<file path="config.mk">
export PLATFORM = sky130hd
export DESIGN_NAME = tdm_demux_8ch
export DESIGN_NICKNAME = d
export VERILOG_FILES = /design/src/rtl/tdm_pkg.sv /design/src/rtl/tdm_slot_counter.sv /design/src/rtl/tdm_demux_8ch.sv
export SDC_FILE = /design/constraint.sdc
export NUM_CORES = 1
export LEC_CHECK = 0
export CORE_UTILIZATION = 35
export DETAILED_ROUTE_END_ITERATION = 10
export SYNTH_ARGS = -nofsm -noshare
export SYNTH_HDL_FRONTEND = slang
export SYNTH_SLANG_ARGS = --single-unit
</file>
<file path="constraint.sdc">
create_clock -name clk -period 2.9 [get_ports clk]
set_clock_uncertainty 0.2 [all_clocks]
set_input_delay 0.435 -clock clk [delete_from_list [all_inputs] [get_ports clk]]
set_output_delay 0.435 -clock clk [all_outputs]
set_load 0.01 [all_outputs]
</file>
<file path="src/rtl/tdm_pkg.sv">
// Shared definitions for the TDM link: frame geometry, receive FSM states
// and the frame word carried between the transmit sequencer and this demux.
package tdm_pkg;

    localparam int CHANNELS = 8;
    localparam int SLOT_W   = 3;
    localparam int BEAT_W   = 1;

    typedef enum logic {
        HUNT   = 1'b0,
        LOCKED = 1'b1
    } tdm_state_t;

    typedef logic [CHANNELS*BEAT_W-1:0] tdm_frame_t;

    // Slot index that closes a frame.
    function automatic logic [SLOT_W-1:0] last_slot();
        return SLOT_W'(CHANNELS - 1);
    endfunction

endpackage

</file>
<file path="src/rtl/tdm_slot_counter.sv">
// Slot counter for the TDM link: free-running wrap on inc, with restart
// loads to slot 0 (resync lost) and slot 1 (sync beat already consumed).
module tdm_slot_counter
    import tdm_pkg::*;
(
    input  logic              clk,
    input  logic              rst,
    input  logic              inc,
    input  logic              load0,
    input  logic              load1,
    output logic [SLOT_W-1:0] sel,
    output logic              at_last
);

    // Loads take priority over increment; the natural binary wrap handles 7 -> 0.
    always_ff @(posedge clk or posedge rst) begin
        if (rst) begin
            sel <= '0;
        end else if (load0) begin
            sel <= '0;
        end else if (load1) begin
            sel <= SLOT_W'(1);
        end else if (inc) begin
            sel <= sel + 1'b1;
        end
    end

    assign at_last = (sel == last_slot());

endmodule

</file>
<file path="src/rtl/tdm_demux_8ch.sv">
// Receive side of the 8-to-1 TDM link: steers serial beats into channel
// slots and publishes each complete frame in parallel.
module tdm_demux_8ch
    import tdm_pkg::*;
#(
    parameter int CHANNELS = 8,
    parameter int DATA_W   = 1
) (
    input  logic                       clk,
    input  logic                       rst,
    input  logic [DATA_W-1:0]          din,
    input  logic                       din_valid,
    input  logic                       frame_sync,
    output logic [CHANNELS*DATA_W-1:0] out,
    output logic                       frame_valid,
    output logic [2:0]                 sel,
    output logic                       locked,
    output logic                       sync_err
);

    // Interface: din_valid qualifies din and frame_sync in the same cycle;
    // there is no ready, so every valid beat is consumed on that edge.

    tdm_state_t state_q, state_d;

    logic [CHANNELS*DATA_W-1:0] stage_q;
    logic [CHANNELS*DATA_W-1:0] out_q, out_d;
    logic                       fv_q, fv_d;
    logic                       err_q, err_d;

    logic                       cnt_inc, cnt_load0, cnt_load1;
    logic [SLOT_W-1:0]          cnt_sel;
    logic                       cnt_last;

    logic                       wr_en;
    logic [SLOT_W-1:0]          wr_slot;

    tdm_slot_counter u_slot_counter (
        .clk     (clk),
        .rst     (rst),
        .inc     (cnt_inc),
        .load0   (cnt_load0),
        .load1   (cnt_load1),
        .sel     (cnt_sel),
        .at_last (cnt_last)
    );

    always_comb begin
        state_d   = state_q;
        cnt_inc   = 1'b0;
        cnt_load0 = 1'b0;
        cnt_load1 = 1'b0;
        wr_en     = 1'b0;
        wr_slot   = '0;
        out_d     = out_q;
        fv_d      = 1'b0;
        err_d     = 1'b0;

        if (din_valid) begin
            case (state_q)
                HUNT: begin
                    if (frame_sync) begin
                        wr_en     = 1'b1;
                        cnt_load1 = 1'b1;
                        state_d   = LOCKED;
                    end
                end
                LOCKED: begin
                    if (cnt_sel == '0) begin
                        if (frame_sync) begin
                            wr_en   = 1'b1;
                            cnt_inc = 1'b1;
                        end else begin
                            err_d     = 1'b1;
                            cnt_load0 = 1'b1;
                            state_d   = HUNT;
                        end
                    end else if (frame_sync) begin
                        // Early sync: abandon the partial frame and restart on this beat.
                        err_d     = 1'b1;
                        wr_en     = 1'b1;
                        cnt_load1 = 1'b1;
                    end else begin
                        wr_en   = 1'b1;
                        wr_slot = cnt_sel;
                        cnt_inc = 1'b1;
                        if (cnt_last) begin
                            out_d = stage_q;
                            out_d[(CHANNELS-1)*DATA_W +: DATA_W] = din;
                            fv_d  = 1'b1;
                        end
                    end
                end
                default: begin
                    cnt_load0 = 1'b1;
                    state_d   = HUNT;
                end
            endcase
        end
    end

    always_ff @(posedge clk or posedge rst) begin
        if (rst) begin
            state_q <= HUNT;
            stage_q <= '0;
            out_q   <= '0;
            fv_q    <= 1'b0;
            err_q   <= 1'b0;
        end else begin
            state_q <= state_d;
            out_q   <= out_d;
            fv_q    <= fv_d;
            err_q   <= err_d;
            if (wr_en) begin
                stage_q[int'(wr_slot)*DATA_W +: DATA_W] <= din;
            end
        end
    end

    assign out         = out_q;
    assign frame_valid = fv_q;
    assign sel         = cnt_sel;
    assign locked      = (state_q == LOCKED);
    assign sync_err    = err_q;

endmodule

</file>
==> results.md <==
- Status: finished clean
- Hold Path Stages: 1
- GP Congestion: 0.802
- Io pins: 19
- Placement Setup Slack: -0.202 ns
- Synth area leaders: dfrtp_1 (46%), ha_1 (12%), mux2_2 (12%)
- Clock buffer depth: 2
- Yosys synthesis warning count: 0
- Largest net degree at the start of global routing: 22
- # diodes: 0
- CP arrival: 2.72 ns
- Routed vias: 824
- CP required: 2.90 ns
- Share of layout cells above drive strength 1: 20.9%
- Worst-path maximum fanout: 5
- Share of the synthesized area in the top cell type: 45.8%
- Maximum vdd drop: 0.000259 V
- Initial DRT Pass Iterations: 4
- Leakage: 0.718 nW
- Clk_lat worst skew: 0.30 ns
- WL final: 2.06 mm
- Placed inst area: 1430 sq um
- Synthesized area per cell: 11.4 sq um
- Width of the die: 59.3 um
- Synthesis-stage register bit count: 21
- DR iter-0 viols: 11
- Port Buffers: 18
- Crit-path most repeated cell: ha_1
- Initial Util: 37.3%
- Slew @ Worst Pin: 0.812 ns
- CTS tree: yes
- First-pass GRT wire length: 3.60 mm
- Yosys cell types: 28
- Relative slew slack: 45.8%
- Ys async rst share: 100%
- Maximum clock frequency: 0.368 GHz
- Drc violations: 0
- Filler cells: 302
- Root buf cell: clkbuf_4
- Final non-filler cell area: 1470 sq um
- Worst Hold Class: reg2reg
- CTS clock-pin slew for the worst setup and hold paths: 0.12 ns
- Post-DP HPWL: 1.60 mm
- Endpoints failing setup: 0
- Syn_nets: 117
- Vias per cell: 4.76
- Worst R2R Path Depth: 9
- # hold bufs at CTS: 0
- RSZ-0062 raised after global routing: no
- Setup TNS: 0 ns
- Sink Count: 21
- CP Capture Type: flip-flop
- Cells after synthesis: 101
- PwrDens: 568 nW/um^2
- Post-synth EDFFs: 0
- R2R setup slack: 0.29 ns
- Row count: 20
- Die H: 59.3 um
- Drt wl/cell: 11.9 um
- P&R area growth vs syn: 27.6%
- Min cycle time layout: 2.72 ns
- Total track usage: 13.9%
- Core Box Area: 3080 sq um
- Fin worst setup slack: 0.182 ns
- CP peak stage delay: 0.48 ns
- Post-synth top area cell: dfrtp_1
- Post-route ant nets: 0
- Critical path startpoint category: input pin
- Fin crit share: 93.7%
- Num CTS Buffers: 3
- # H-tree levels: 1
- Max_cap viols: 0
- Die area: 3510 sq um
- Ys flop type: dfrtp_1
- Final net count: 146
- Final Max Tran Viols: 0
- Initial antenna violation count: 0
- Fin util: 47.6%
- Gr ovfl total: 0
- Mapped Area: 1150 sq um
- Critical path type: in2reg
- Crit-path cells: clkdlybuf4s50_1 -> and3b_1 -> nand3_1 -> ha_1 -> ha_1 -> nor2b_1 -> nor4b_1 -> mux2_1
- CP max-delay cell: clkdlybuf4s50_1
- Sequential area share after synthesis: 45.8%
- Endpoints failing hold: 0
- Number of global-route vias before repair: 788
-- final cells by class --
cell class	instances	area, sq um	area share (%)
Sequential cell	21	526	35.9
Inverter	8	30.0	2.05
Clock inverter	1	5.00	0.342
Clock buffer	3	22.5	1.54
Tap cell	44	55.1	3.76
Timing Repair Buffer	26	240	16.4
Multi-Input combinational cell	70	587	40.1
-- Yosys cell counts (all sizes together), types with 2 or more instances --
| master | number |
|---|---|
| nor4b | 3 |
| ha | 11 |
| a21oi | 4 |
| nand3 | 2 |
| o21ai | 5 |
| nor2 | 4 |
| nand2 | 7 |
| nand4 | 3 |
| nor2b | 6 |
| dfrtp | 21 |
| inv | 8 |
| mux2 | 15 |
| buf | 2 |
-- final timing paths --
check,from,to
max,frame_sync,stage_q[5]
min,stage_q[5],stage_q[5]
min in group asynchronous,rst,frame_valid
max in group asynchronous,rst,out[0]
max reg2reg,u_slot_counter.sel[1],stage_q[5]
min reg2reg,stage_q[5],stage_q[5]
-- routing by layer --
metal,track usage (%),share of wire [%],vias up
met5,0,0,-
met4,5.10,1.1,0
met3,3.06,4.0,2
met2,21.7,47,16
met1,18.8,48,396
li1,-,-,410
-- where the power goes --
part / internal [mW] / switching, mW / leakage, nW
Clock: 0.0514 / 0.0867 / 0.0177
Combinational: 0.167 / 0.180 / 0.416
Sequential: 0.324 / 0.0240 / 0.284
-- critical path, delay by kind of cell --
kind,cells,cell delay [ns]
muxes,1,0.35
and+or+nand+nor,4,0.90
adders and majority gates,2,0.55
buffers and inverters,1,0.48
-- cell families after synthesis --
group / after synthesis / share of synthesized area, %
mux: 15 / 14.7
compound gates: 14 / 7.41
simple gates: 30 / 16.5
buf+inv: 10 / 3.70
flops: 21 / 45.8
fa+ha+maj: 11 / 12.0
-- per-stage QoR --
step	total power, mW	cells	hold slack, ns
after floorplan	0.565	101	0.212
after CTS	0.843	173	0.304
final	0.833	173	0.298
after global placement	0.690	169	0.269
after global routing	0.902	173	0.326
after detailed placement	0.700	169	0.276
-- cell usage in the layout (no fill, tap or decap), types with 2 or more instances in the layout --
| cell type | Yosys | final |
|---|---|---|
| ha_1 | 11 | 11 |
| nor4b_2 | 1 | 2 |
| a21oi_1 | 4 | 4 |
| dfrtp_1 | 21 | 21 |
| buf_4 | 1 | 8 |
| nor2_1 | 4 | 4 |
| mux2_2 | 12 | 12 |
| clkbuf_4 | 0 | 3 |
| inv_1 | 8 | 8 |
| nor2b_1 | 6 | 6 |
| nand2_1 | 7 | 7 |
| clkdlybuf4s50_1 | 0 | 18 |
| nand4_1 | 3 | 3 |
| mux2_1 | 3 | 3 |
| o21ai_0 | 4 | 4 |
-- flip-flops by register name, summed over array words and instances (netlist names) --
| name | cells |
|---|---|
| sync_err | 1 |
| stage_q | 7 |
| locked | 1 |
| u_slot_counter.sel | 3 |
| out | 8 |
| frame_valid | 1 |
-- repair_timing --
item / in CTS / in global routing
setup buffers: 0 / 0
resized for setup: 0 / 1
endpoints found under the setup margin: 0 / 1
Power figures use the tool's default switching activity.
